===== src/rtl/pico_port_bridge_if.sv =====
// Port-bus and sample-stream signal bundle between the soft-processor side and pico_port_bridge.
interface pico_port_bridge_if #(
    parameter int unsigned DATA_W = 8
);
    logic [7:0]        port_id;
    logic [DATA_W-1:0] out_port;
    logic              write_strobe;
    logic              read_strobe;
    logic [DATA_W-1:0] in_port;
    logic              interrupt;
    logic              interrupt_ack;
    logic [DATA_W-1:0] smp_data;
    logic              smp_valid;
    logic              smp_ready;

    modport master (
        output port_id, out_port, write_strobe, read_strobe, interrupt_ack, smp_ready,
        input  in_port, interrupt, smp_data, smp_valid
    );

    modport slave (
        input  port_id, out_port, write_strobe, read_strobe, interrupt_ack, smp_ready,
        output in_port, interrupt, smp_data, smp_valid
    );
endinterface


===== src/rtl/pico_port_bridge.sv =====
// KCPSM3-style port decoder: input channels, output registers, sample buffer, events and IRQ.
// Define PICO_PORT_BRIDGE_FIFO_EN for a FIFO_DEPTH-entry sample FIFO; otherwise a single holding register.
module pico_port_bridge #(
    parameter int unsigned DATA_W      = 8,
    parameter int unsigned NUM_IN      = 4,
    parameter int unsigned NUM_OUT     = 4,
    parameter int unsigned NUM_EV      = 4,
    parameter int unsigned FIFO_DEPTH  = 16,
    parameter logic [7:0]  IN_BASE     = 8'h00,
    parameter logic [7:0]  OUT_BASE    = 8'h80,
    parameter logic [7:0]  STATUS_ADDR = 8'h10,
    parameter logic [7:0]  CLEAR_ADDR  = 8'h50,
    parameter logic [7:0]  DONE_ADDR   = 8'h40,
    parameter logic [7:0]  FIFO_ADDR   = 8'hC0
) (
    input  logic                      clk,
    input  logic                      reset,
    pico_port_bridge_if.slave         bus,
    input  logic [NUM_IN*DATA_W-1:0]  in_ch,
    output logic [NUM_OUT*DATA_W-1:0] out_reg,
    input  logic [NUM_EV-1:0]         ev_in,
    output logic                      done_pulse
);
    typedef enum logic {IDLE, REQ} state_e;

    state_e                    state_q, state_d;
    logic                      irq_q, irq_d;
    logic                      rearm_q, rearm_d;
    logic [DATA_W-1:0]         in_port_q, in_port_d;
    logic [NUM_OUT*DATA_W-1:0] out_reg_q, out_reg_d;
    logic                      done_q, done_d;
    logic [NUM_EV-1:0]         ev_prev_q;
    logic [NUM_EV-1:0]         pending_q, pending_d;
    logic                      ovf_q, ovf_d;
    logic [NUM_EV-1:0]         new_ev;
    logic [NUM_EV-1:0]         clr_mask;
    logic [7:0]                status8;
    logic                      clear_wr;
    logic                      push, pop, push_ok, full, empty;
    logic                      unused_read_strobe;

    // Reads never have side effects, so read_strobe plays no part in decode.
    assign unused_read_strobe = bus.read_strobe;

    assign pop  = bus.smp_valid & bus.smp_ready;
    assign push = bus.write_strobe && (bus.port_id == FIFO_ADDR);
    assign push_ok = push & (~full | pop);

`ifdef PICO_PORT_BRIDGE_FIFO_EN
    localparam int unsigned AW = (FIFO_DEPTH > 1) ? $clog2(FIFO_DEPTH) : 1;
    localparam int unsigned PW = AW + 1;

    logic [DATA_W-1:0] mem_q [FIFO_DEPTH];
    logic [PW-1:0]     wr_ptr_q, wr_ptr_d, rd_ptr_q, rd_ptr_d;

    assign empty = (wr_ptr_q == rd_ptr_q);
    assign full  = (wr_ptr_q[AW] != rd_ptr_q[AW]) && (wr_ptr_q[AW-1:0] == rd_ptr_q[AW-1:0]);
    assign bus.smp_valid = ~empty;
    assign bus.smp_data  = mem_q[rd_ptr_q[AW-1:0]];

    always_comb begin
        wr_ptr_d = wr_ptr_q + PW'(push_ok);
        rd_ptr_d = rd_ptr_q + PW'(pop);
    end

    always_ff @(posedge clk) begin
        if (reset) begin
            wr_ptr_q <= '0;
            rd_ptr_q <= '0;
        end else begin
            wr_ptr_q <= wr_ptr_d;
            rd_ptr_q <= rd_ptr_d;
        end
    end

    always_ff @(posedge clk) begin
        if (push_ok) mem_q[wr_ptr_q[AW-1:0]] <= bus.out_port;
    end
`else
    localparam int unsigned unused_depth = FIFO_DEPTH;

    logic [DATA_W-1:0] hold_q, hold_d;
    logic              hold_vld_q, hold_vld_d;

    assign full  = hold_vld_q;
    assign empty = ~hold_vld_q;
    assign bus.smp_valid = hold_vld_q;
    assign bus.smp_data  = hold_q;

    always_comb begin
        hold_vld_d = push_ok | (hold_vld_q & ~pop);
        hold_d     = push_ok ? bus.out_port : hold_q;
    end

    always_ff @(posedge clk) begin
        if (reset) begin
            hold_q     <= '0;
            hold_vld_q <= 1'b0;
        end else begin
            hold_q     <= hold_d;
            hold_vld_q <= hold_vld_d;
        end
    end
`endif

    always_comb begin
        status8              = '0;
        status8[3 +: NUM_EV] = pending_q;
        status8[2]           = ovf_q;
        status8[1]           = empty;
        status8[0]           = full;
    end

    // Port decode, event capture and interrupt handshake.
    always_comb begin
        in_port_d = '0;
        out_reg_d = out_reg_q;
        state_d   = state_q;
        rearm_d   = rearm_q;

        for (int unsigned i = 0; i < NUM_IN; i++) begin
            if (bus.port_id == 8'(IN_BASE + i)) in_port_d = in_ch[i*DATA_W +: DATA_W];
        end
        if (bus.port_id == STATUS_ADDR) in_port_d = DATA_W'(status8);

        for (int unsigned i = 0; i < NUM_OUT; i++) begin
            if (bus.write_strobe && (bus.port_id == 8'(OUT_BASE + i)))
                out_reg_d[i*DATA_W +: DATA_W] = bus.out_port;
        end

        done_d   = bus.write_strobe && (bus.port_id == DONE_ADDR);
        clear_wr = bus.write_strobe && (bus.port_id == CLEAR_ADDR);
        clr_mask = clear_wr ? bus.out_port[NUM_EV-1:0] : '0;

        new_ev    = ev_in & ~ev_prev_q;
        pending_d = (pending_q & ~clr_mask) | new_ev;
        ovf_d     = (ovf_q & ~(clear_wr & bus.out_port[7])) | (push & full & ~pop);

        // An edge arriving with the ack is remembered so the request re-fires after one low cycle.
        case (state_q)
            IDLE: begin
                if ((|new_ev) || rearm_q) state_d = REQ;
                rearm_d = 1'b0;
            end
            REQ: begin
                if (bus.interrupt_ack) begin
                    state_d = IDLE;
                    rearm_d = |new_ev;
                end
            end
            default: state_d = IDLE;
        endcase
        irq_d = (state_d == REQ);
    end

    always_ff @(posedge clk) begin
        if (reset) begin
            state_q   <= IDLE;
            irq_q     <= 1'b0;
            rearm_q   <= 1'b0;
            in_port_q <= '0;
            out_reg_q <= '0;
            done_q    <= 1'b0;
            ev_prev_q <= '0;
            pending_q <= '0;
            ovf_q     <= 1'b0;
        end else begin
            state_q   <= state_d;
            irq_q     <= irq_d;
            rearm_q   <= rearm_d;
            in_port_q <= in_port_d;
            out_reg_q <= out_reg_d;
            done_q    <= done_d;
            ev_prev_q <= ev_in;
            pending_q <= pending_d;
            ovf_q     <= ovf_d;
        end
    end

    assign bus.in_port   = in_port_q;
    assign bus.interrupt = irq_q;
    assign out_reg       = out_reg_q;
    assign done_pulse    = done_q;
endmodule


===== src/flat_wrapper.sv =====
// flat-port wrapper written by rule: the top's interface ports become plain ports
module pico_port_bridge_flat 
#(
    parameter int unsigned DATA_W      = 8,
    parameter int unsigned NUM_IN      = 4,
    parameter int unsigned NUM_OUT     = 4,
    parameter int unsigned NUM_EV      = 4,
    parameter int unsigned FIFO_DEPTH  = 16,
    parameter logic [7:0]  IN_BASE     = 8'h00,
    parameter logic [7:0]  OUT_BASE    = 8'h80,
    parameter logic [7:0]  STATUS_ADDR = 8'h10,
    parameter logic [7:0]  CLEAR_ADDR  = 8'h50,
    parameter logic [7:0]  DONE_ADDR   = 8'h40,
    parameter logic [7:0]  FIFO_ADDR   = 8'hC0
)
  (clk, reset, in_ch, out_reg, ev_in, done_pulse, bus_port_id, bus_out_port, bus_write_strobe, bus_read_strobe, bus_interrupt_ack, bus_smp_ready, bus_in_port, bus_interrupt, bus_smp_data, bus_smp_valid);
  pico_port_bridge_if #(.DATA_W(DATA_W)) bus_i ();
  input  logic clk;
  input  logic reset;
  input  logic [NUM_IN*DATA_W-1:0] in_ch;
  output logic [NUM_OUT*DATA_W-1:0] out_reg;
  input  logic [NUM_EV-1:0] ev_in;
  output logic done_pulse;
  input wire logic [$bits(bus_i.port_id)-1:0] bus_port_id;
  input wire logic [$bits(bus_i.out_port)-1:0] bus_out_port;
  input wire logic [$bits(bus_i.write_strobe)-1:0] bus_write_strobe;
  input wire logic [$bits(bus_i.read_strobe)-1:0] bus_read_strobe;
  input wire logic [$bits(bus_i.interrupt_ack)-1:0] bus_interrupt_ack;
  input wire logic [$bits(bus_i.smp_ready)-1:0] bus_smp_ready;
  output wire logic [$bits(bus_i.in_port)-1:0] bus_in_port;
  output wire logic [$bits(bus_i.interrupt)-1:0] bus_interrupt;
  output wire logic [$bits(bus_i.smp_data)-1:0] bus_smp_data;
  output wire logic [$bits(bus_i.smp_valid)-1:0] bus_smp_valid;
  assign bus_i.port_id = bus_port_id;
  assign bus_i.out_port = bus_out_port;
  assign bus_i.write_strobe = bus_write_strobe;
  assign bus_i.read_strobe = bus_read_strobe;
  assign bus_i.interrupt_ack = bus_interrupt_ack;
  assign bus_i.smp_ready = bus_smp_ready;
  assign bus_in_port = bus_i.in_port;
  assign bus_interrupt = bus_i.interrupt;
  assign bus_smp_data = bus_i.smp_data;
  assign bus_smp_valid = bus_i.smp_valid;
  pico_port_bridge #(.DATA_W(DATA_W), .NUM_IN(NUM_IN), .NUM_OUT(NUM_OUT), .NUM_EV(NUM_EV), .FIFO_DEPTH(FIFO_DEPTH), .IN_BASE(IN_BASE), .OUT_BASE(OUT_BASE), .STATUS_ADDR(STATUS_ADDR), .CLEAR_ADDR(CLEAR_ADDR), .DONE_ADDR(DONE_ADDR), .FIFO_ADDR(FIFO_ADDR)) u_core (.clk(clk), .reset(reset), .bus(bus_i), .in_ch(in_ch), .out_reg(out_reg), .ev_in(ev_in), .done_pulse(done_pulse));
endmodule

===== config.mk =====
export PLATFORM = sky130hd
export DESIGN_NAME = pico_port_bridge_flat
export DESIGN_NICKNAME = d
export VERILOG_FILES = /design/src/rtl/pico_port_bridge_if.sv /design/src/rtl/pico_port_bridge.sv /design/src/flat_wrapper.sv
export SDC_FILE = /design/constraint.sdc
export NUM_CORES = 1
export LEC_CHECK = 0
export CORE_UTILIZATION = 46
export CTS_BUF_LIST = sky130_fd_sc_hd__clkbuf_8
export CTS_CLUSTER_DIAMETER = 40
export CTS_CLUSTER_SIZE = 8
export DETAILED_ROUTE_END_ITERATION = 16
export HOLD_SLACK_MARGIN = 0.03
export PLACE_DENSITY = 0.95
export SLEW_MARGIN = 10
export SYNTH_ARGS = -nofsm -noshare
export SYNTH_HDL_FRONTEND = slang
export SYNTH_SLANG_ARGS = --single-unit

===== constraint.sdc =====
create_clock -name clk -period 4.3 [get_ports clk]
set_input_delay 0.645 -clock clk [delete_from_list [all_inputs] [get_ports clk]]
set_output_delay 0.645 -clock clk [all_outputs]
set_load 0.005 [all_outputs]

==> results of run 1 <==
-- worst max-delay path: cells and delay by family --
family,cells,cell delay (ns)
buffers and inverters,1,0.78
AND/OR/NAND/NOR,3,1.39
multiplexers,1,0.31
-- cell usage after synthesis, drive strengths merged --
| cell | number |
|---|---|
| a22oi | 6 |
| nor3 | 4 |
| nand4 | 1 |
| a31o | 1 |
| a221oi | 1 |
| or4 | 2 |
| clkbuf | 7 |
| nand2b | 5 |
| nand4b | 4 |
| nor2b | 8 |
| nor4 | 5 |
| nor4b | 1 |
| buf | 5 |
| inv | 2 |
| nor2 | 50 |
| mux4 | 7 |
| a211oi | 1 |
| nand3 | 1 |
| or2 | 1 |
| nand2 | 2 |
| a31oi | 4 |
| mux2i | 42 |
| nand4bb | 1 |
| a21oi | 3 |
| and4bb | 1 |
| o21ai | 4 |
| nor3b | 1 |
| and3 | 2 |
| dfxtp | 61 |
-- cell families after synthesis --
group	share of synthesized area (%)
mux	23.38
flops	49.39
compound gates	5.263
simple gates	19.64
buf+inv	2.328
-- where the power goes --
| part | leakage [nW] | switching, mW | total [mW] | internal (mW) |
|---|---|---|---|---|
| registers | 0.494 | 0.00420 | 0.576 | 0.572 |
| clock network | 0.119 | 0.225 | 0.625 | 0.400 |
| logic | 0.914 | 0.0472 | 0.117 | 0.0693 |
-- stage by stage --
stage / power (mW) / hold WS [ns] / instance area [um^2] / setup slack (ns)
after global placement: 0.7001 / 0.4740 / 3590 / 1.139
after floorplan: 0.6305 / 0.4496 / 2472 / 2.331
after detailed placement: 0.7039 / 0.4851 / 3590 / 1.112
after global routing: 1.357 / 0.5161 / 3837 / 1.131
final: 1.317 / 0.4958 / 3837 / 1.341
after CTS: 1.325 / 0.5019 / 3837 / 1.351
-- routing by layer --
layer,vias to the layer above,share of wire (%),global-route usage [%]
met2,116,50,42.96
li1,1048,-,-
met4,0,1.7,12.55
met3,14,8.6,7.937
met5,-,0,0
met1,1064,39,29.16
-- path summary, 6_finish.rpt --
check / startpoint / endpoint
worst max-delay path: bus_port_id[0] / u_core.bus.smp_data[5]
worst min-delay path: u_core.out_reg[0] / u_core.out_reg[0]
worst max register to register: u_core.bus.smp_valid / u_core.bus.smp_data[5]
worst min register to register: u_core.out_reg[0] / u_core.out_reg[0]
-- area by class of cell --
| class | instances | area, um^2 | share of cell area (%) |
|---|---|---|---|
| Clock buffer | 10 | 137.6 | 3.587 |
| Clock inverter | 6 | 110.1 | 2.869 |
| Inverter | 2 | 7.507 | 0.1956 |
| Multi-Input combinational cell | 158 | 1200 | 31.27 |
| Sequential cell | 61 | 1221 | 31.82 |
| Tap cell | 70 | 87.58 | 2.282 |
| Timing Repair Buffer | 108 | 1074 | 27.98 |
==> run metrics, run 1 <==
CP Capture Type flip-flop; RSZ-0062 raised after global routing false; Pins Over Slew Limit 0; number of buffers added on ports 107; IO Pins 109; Worst Skew 0.007073 ns; 1st-iter DRT viols 157; hold crit path type reg2reg; Syn. warnings 0; largest net degree at the start of global routing 57; R2R depth 4; most common cell after layout, fill and taps aside clkdlybuf4s50_1; post-route ant nets 0; FMAX 337.9 MHz; Mean Syn Cell Area 10.61 um^2; number of flip-flops in the largest register 32; first-pass GRT wire length 10.52 mm; antenna cells 0; layout cells sized above 1 8.986%; post-CTS sizing 0; setup_tns 0 ns; Period minus WS final 2.959 ns; Clock transition at path regs 0.07 ns; dpl cells 399; post-synth top area share 49.39%; Period Utilization, post-route 68.82%; hold buffer count at cts 0; Max-cap violations 0; CTS buffer count 9; final setup violating endpoints 0; Seq cells post-synth 61; Syn Inst Count 233; Max rail drop VDD 283.3 uV; postcts setup bufs 0; Crit-path slowest cell clkdlybuf4s50_1; DIE AREA 5672 um^2; fillcell total 380; status finished clean; Max-slew headroom 33.27%; std cell rows 26; TritonCTS clock tree built; routed len/inst 17.08 um; FF-to-FF setup slack 2.78 ns; H-tree depth 3; sequential area share after synthesis 49.39%; slew at the pin closest to its max-slew limit 1.001 ns; vias in the first global route 2214; most frequent cells in the layout clkdlybuf4s50_1 (106), dfxtp_1 (61), nor2_1 (49); top post-synthesis cells by area dfxtp_1 (49%), mux2i_1 (17%), nor2_1 (7.4%); Area Growth Syn to Fin 55.21%; critical path startpoint category input port; placed wire-length estimate 4.893 mm; Pwr Density 343.3 nW/um^2; DIE WIDTH 75.31 um; GPL Wtd Cong 0.7615; CP peak stage delay 0.78 ns; TritonRoute pass-1 iters 5; CP Cell Sequence clkdlybuf4s50_1 -> nor4_1 -> nand4_1 -> mux2i_1 -> nor2_1; nets@finish 398; drt total wl 7.089 mm; worst-skew pair later-pin latency 0.33 ns; Avg Vias per Cell 5.402; Critical Path AT 3.13 ns; most area-hungry cell type in the Yosys netlist dfxtp_1; Final Util 74.66%; Clock Path Buffers 2; final hold viol count 0; GRT Util Overall 25.39%; mapped cell area 2472 um^2; Clock Sinks 61; non-filler cells in the finished layout 415; hold depth 2; via count 2242; Req. time, crit path 4.47 ns; Core ar. 5140 um^2; gr ovfl total 0; Initial Util 48.10%; LEAKAGE 1.527 nW; DRC viols 0; net count after synthesis 291; distinct cell type count after synthesis 35; critical-path maximum fanout 13; CTS Root Buffer Type clkbuf_8; initial antenna violation count 0; CP Class in2reg; Die H 75.31 um
(Power assumes the default switching activity.)
==> run 2: changes to the inputs <==
--- a/config.mk
+++ b/config.mk
@@ -5,13 +5,13 @@
 export SDC_FILE = /design/constraint.sdc
 export NUM_CORES = 1
 export LEC_CHECK = 0
-export CORE_UTILIZATION = 46
+export CORE_UTILIZATION = 43
 export CTS_BUF_LIST = sky130_fd_sc_hd__clkbuf_8
 export CTS_CLUSTER_DIAMETER = 40
 export CTS_CLUSTER_SIZE = 8
 export DETAILED_ROUTE_END_ITERATION = 16
 export HOLD_SLACK_MARGIN = 0.03
-export PLACE_DENSITY = 0.95
+export PLACE_DENSITY = 0.91
 export SLEW_MARGIN = 10
 export SYNTH_ARGS = -nofsm -noshare
 export SYNTH_HDL_FRONTEND = slang
==> constraint.sdc (replaced) <==
create_clock -name clk -period 3 [get_ports clk]
set_input_delay 0.45 -clock clk [delete_from_list [all_inputs] [get_ports clk]]
set_output_delay 0.45 -clock clk [all_outputs]
set_load 0.005 [all_outputs]
==> run 2 against run 1 <==
Net effect:
- combinational power up 46%
- critical path depth unchanged
- clock skew down 0.00056 ns
- non-clock buffer count up 4
- flip-flop and latch count unchanged
- sequential power up 43%
- worst hold slack better by 0.0022 ns
- sequential share of layout area down 0.27 points
- largest cell class unchanged
- highest routed layer unchanged
==> run metrics, run 2 (same netlist as run 1, synthesis figures left out) <==
1st-iter DRT viols 73 (-54%); Pins Over Slew Limit 0 (unchanged); Period Utilization, post-route 72.67%; worst-skew pair later-pin latency 0.34 ns (about the same); GR Layer Usage met2 42.21% (-0.74 points); placed wire-length estimate 5.034 mm (+2.9%); CP Class in2reg; TritonCTS clock tree built; RSZ-0062 raised after global routing false; Clock Path Buffers 2 (unchanged); vias in the first global route 2279 (+2.9%); Initial Util 44.63% (-3.5 points); Crit path max-delay family simple AND/OR/NAND/NOR gates; final hold viol count 0 (unchanged); Period minus WS final 2.180 ns; fillcell total 437 (+15%); Crit-path slowest cell clkdlybuf4s50_1; GPL Wtd Cong 0.7699 (+1.1%); Avg Vias per Cell 5.249 (-2.8%); Worst Skew 0.006508 ns (-0.0005649 ns); routed len/inst 16.58 um (-3.0%); slew at the pin closest to its max-slew limit 0.6377 ns (-0.3633 ns); Critical Path AT 2.38 ns (-0.75 ns); met3 usage 8.235% (+0.30 points); Core ar. 5540 um^2 (+7.8%); DIE AREA 6057 um^2 (+6.8%); final setup violating endpoints 0 (unchanged); post-CTS sizing 0 (unchanged); hold buffer count at cts 0 (unchanged); area of the multi-input gates 1200 um^2 (unchanged); largest net degree at the start of global routing 30 (-47%); Req. time, crit path 3.20 ns (-1.27 ns); buffers plus inverters on the worst setup path 1 (unchanged); Max-slew headroom 57.26% (+24 points); gr ovfl total 0 (unchanged); CP Capture Type flip-flop; CTS Root Buffer Type clkbuf_8; Pwr Density 489.0 nW/um^2 (+42%); DRC viols 0 (unchanged); std cell rows 27 (+3.8%); setup_tns 0 ns (unchanged); hold crit path type reg2reg; H-tree depth 3 (unchanged); CP peak stage delay 0.57 ns (-0.21 ns); LEAKAGE 1.545 nW (+1.2%); met1 Use GR 27.21% (-1.9 points); critical path startpoint category input port; GRT Util Overall 24.17% (-1.2 points); Reg area 1221 um^2 (unchanged); busiest grt layer met2; CTS buffer count 9 (unchanged); number of buffers added on ports 107 (unchanged); DIE WIDTH 77.83 um (+3.3%); most common cell after layout, fill and taps aside clkdlybuf4s50_1; status finished clean; critical-path maximum fanout 8 (-5); number of flip-flops in the largest register 32 (unchanged); Max rail drop VDD 332.4 uV (+17%); post-route ant nets 0 (unchanged); antenna cells 0 (unchanged); Max-cap violations 0 (unchanged); Clock transition at path regs 0.07 ns (about the same); Clock Sinks 61 (unchanged); Die H 77.83 um (+3.3%); via count 2210 (-1.4%); nets@finish 402 (+1.0%); first-pass GRT wire length 11.11 mm (+5.6%); layout cells sized above 1 10.03% (+1.0 points); CP Cell Sequence clkdlybuf4s50_1 -> and4bb_1 -> nand4b_1 -> mux2i_1 -> nor2_1; IO Pins 109 (unchanged); Area Growth Syn to Fin 56.53%; postcts setup bufs 0 (unchanged); Final Util 69.85% (-4.8 points); TritonRoute pass-1 iters 5 (unchanged); FMAX 458.7 MHz; drt total wl 6.979 mm (-1.6%); initial antenna violation count 0 (unchanged); most frequent cells in the layout clkdlybuf4s50_1 (106), dfxtp_1 (61), nor2_1 (49)
==> run 2: cell type report <==
| class | instances | area share, % |
|---|---|---|
| inverter | 2 | 0.1940 |
| multi-input combinational | 158 | 31.01 |
| tap | 72 | 2.328 |
| sequential | 61 | 31.56 |
| clock inverter | 6 | 2.845 |
| timing repair buffer | 112 | 28.52 |
| clock buffer | 10 | 3.556 |
==> run 2: final timing paths <==
path | startpoint | endpoint | slack [ns] | depth (start not counted)
max | bus_port_id[5] | u_core.out_reg[10] | 0.82 | 5
min | u_core.out_reg[24] | u_core.out_reg[24] | 0.50 | 2
max reg2reg | u_core.bus.smp_valid | u_core.bus.smp_data[7] | 1.78 | 5
min reg2reg | u_core.out_reg[24] | u_core.out_reg[24] | 0.50 | 2
==> run 2: power by group <==
part | total [mW] | internal, mW | switching (mW) | leakage [nW]
clock network | 0.896 | 0.573 | 0.324 | 0.119
logic | 0.171 | 0.102 | 0.0689 | 0.933
registers | 0.825 | 0.820 | 0.00569 | 0.494
total | 1.89 | 1.49 | 0.398 | 1.55
==> run 2: per-stage QoR <==
stage          cells  setup slack (ns)  area, um^2  hold WS, ns  power (mW)
6_report         421            0.8199        3870       0.4980       1.892
5_1_grt          421            0.7130        3870       0.5317       1.952
4_1_cts          421            0.8505        3870       0.5017       1.909
3_3_place_gp     405            0.5434        3622       0.4730       1.007
2_1_floorplan    233             1.226        2472       0.4496      0.9038
3_5_place_dp     405            0.4782        3622       0.4844       1.013
==> run 2: per-layer routing <==
metal | vias up | wire (um)
met5 | - | 0
met4 | 0 | 102
met3 | 12 | 609
met2 | 89 | 3455
met1 | 1061 | 2812
li1 | 1048 | -
==> run 2: worst register-to-register path, cell delays in order (launching register included) <==
cell	delay, ns
dfxtp_1	0.37
nand2b_1	0.11
nand4_1	0.12
buf_4	0.21
mux2i_1	0.22
nor2_1	0.06
==> run 3: changes to the inputs <==
==> constraint.sdc (replaced) <==
create_clock -name clk -period 2.3 [get_ports clk]
set_input_delay 0.345 -clock clk [delete_from_list [all_inputs] [get_ports clk]]
set_output_delay 0.345 -clock clk [all_outputs]
set_load 0.005 [all_outputs]
==> run 3 against run 2 <==
Net effect:
- critical path depth stayed put
- total power up 17%
- clock power increased by 1%
- highest routed layer unchanged
- die area stayed put
- clock skew fell by 0.0020 ns
- worst hold slack worse by 0.026 ns
- count of clock-buffer cells in the layout is 3 higher
- worst setup slack got worse by 0.37 ns
- sequential power rose by 31%
- register-to-register slack got worse by 0.67 ns
- first-iteration DRC count increased by 64%
==> run metrics, run 3 (same netlist as run 1, synthesis figures left out) <==
fillcell total 422 (-3.4%); layout cells sized above 1 11.80% (+1.8 points); Core ar. 5540 um^2 (unchanged); Pins Over Slew Limit 0 (unchanged); first-pass GRT wire length 10.96 mm (-1.3%); RSZ-0062 raised after global routing false; via count 2235 (+1.1%); critical-path maximum fanout 7 (-1); Area Growth Syn to Fin 57.08%; LEAKAGE 1.566 nW (+1.3%); fin worst setup slack 0.4472 ns (-0.3727 ns); H-tree depth 3 (unchanged); CTS Root Buffer Type clkbuf_8; slew at the pin closest to its max-slew limit 0.5286 ns (-0.1091 ns); 1st-iter DRT viols 120 (+64%); FMAX 539.7 MHz; IO Pins 109 (unchanged); postcts setup bufs 0 (unchanged); vias in the first global route 2177 (-4.5%); Reg area 1221 um^2 (unchanged); Req. time, crit path 2.57 ns (-0.63 ns); hold crit path type in2reg; antenna cells 0 (unchanged); setup_tns 0 ns (unchanged); Clock Path Buffers 2 (unchanged); Max rail drop VDD 413.8 uV (+24%); most frequent cells in the layout clkdlybuf4s50_1 (106), dfxtp_1 (61), nor2_1 (49); most common cell after layout, fill and taps aside clkdlybuf4s50_1; CTS buffer count 9 (unchanged); critical path startpoint category input port; DIE WIDTH 77.83 um (unchanged); status finished clean; Worst Skew 0.004549 ns (-0.001959 ns); hold buffer count at cts 0 (unchanged); Clock transition at path regs 0.06 ns (about the same); Clock Sinks 61 (unchanged); Pwr Density 568.9 nW/um^2 (+16%); post-route ant nets 0 (unchanged); CP Class in2reg; nets@finish 409 (+1.7%); post-CTS sizing 0 (unchanged); drt total wl 6.952 mm (-0.39%); GPL Wtd Cong 0.8397 (+9.1%); gr ovfl total 0 (unchanged); TritonRoute pass-1 iters 4 (-1); CP Capture Type flip-flop; routed len/inst 16.24 um (-2.0%); Initial Util 44.63% (unchanged); TritonCTS clock tree built; Period minus WS final 1.853 ns; Critical Path AT 2.12 ns (-0.26 ns); GRT Util Overall 24.04% (-0.13 points); Max-cap violations 0 (unchanged); area of the multi-input gates 1200 um^2 (unchanged); number of buffers added on ports 107 (unchanged); placed wire-length estimate 5.000 mm (-0.67%); Die H 77.83 um (unchanged); final hold viol count 0 (unchanged); initial antenna violation count 0 (unchanged); std cell rows 27 (unchanged); DRC viols 0 (unchanged); final setup violating endpoints 0 (unchanged); DIE AREA 6057 um^2 (unchanged); final instance area 3884 um^2 (+0.36%); Final Power 2.210 mW (+17%); dpl cell area 3687 um^2 (+1.8%); number of flip-flops in the largest register 32 (unchanged); Max-slew headroom 64.76% (+7.5 points); largest net degree at the start of global routing 30 (unchanged); pre-CTS setup slack 0.1086 ns (-0.3695 ns); Avg Vias per Cell 5.222 (-0.52%); worst-skew pair later-pin latency 0.34 ns (about the same); Period Utilization, post-route 80.56%
run 3: area by class of cell:
type,count,area share (%)
clock buffer,13,4.607
clock inverter,3,0.4510
inverter,2,0.1933
multi-input combinational,158,30.90
sequential,61,31.44
tap,72,2.320
timing repair buffer,119,30.09
run 3: metrics by stage:
stage	utilization [%]	hold WS, ns	std cells
2_1_floorplan	-	0.4214	233
3_3_place_gp	66.55	0.4724	412
3_5_place_dp	66.55	0.4822	412
4_1_cts	70.10	0.4595	428
5_1_grt	70.10	0.4849	428
6_report	70.10	0.4720	428
run 3: where the power goes:
group	switching (mW)	internal (mW)	leakage, nW	total, mW
combinational	0.0899	0.135	0.970	0.225
sequential	0.00767	1.07	0.494	1.08
clock	0.403	0.505	0.101	0.908
run 3: metal layers:
layer	share of wire [%]	global-route usage [%]	up-vias	routed length (um)
met5	0	0	-	0
met4	1.1	7.736	0	79
met3	9.4	8.706	8	656
met2	49	41.59	102	3421
met1	40	27.37	1060	2795
li1	-	-	1065	-
run 3: worst paths after layout:
kind,start,to,slack (ns),cells after the start
setup / recovery,bus_port_id[1],u_core.bus.in_port[5],0.45,5
hold / removal,reset,u_core.out_reg[16],0.47,2
setup reg to reg,u_core.bus.smp_valid,u_core.bus.smp_data[7],1.11,5
hold reg to reg,u_core.out_reg[1],u_core.out_reg[1],0.49,2
run 3: critical path: stages:
cell	delay, ns
clkdlybuf4s50_1	0.49
or4_4	0.61
nor4_4	0.40
a22oi_1	0.16
nor2_1	0.12
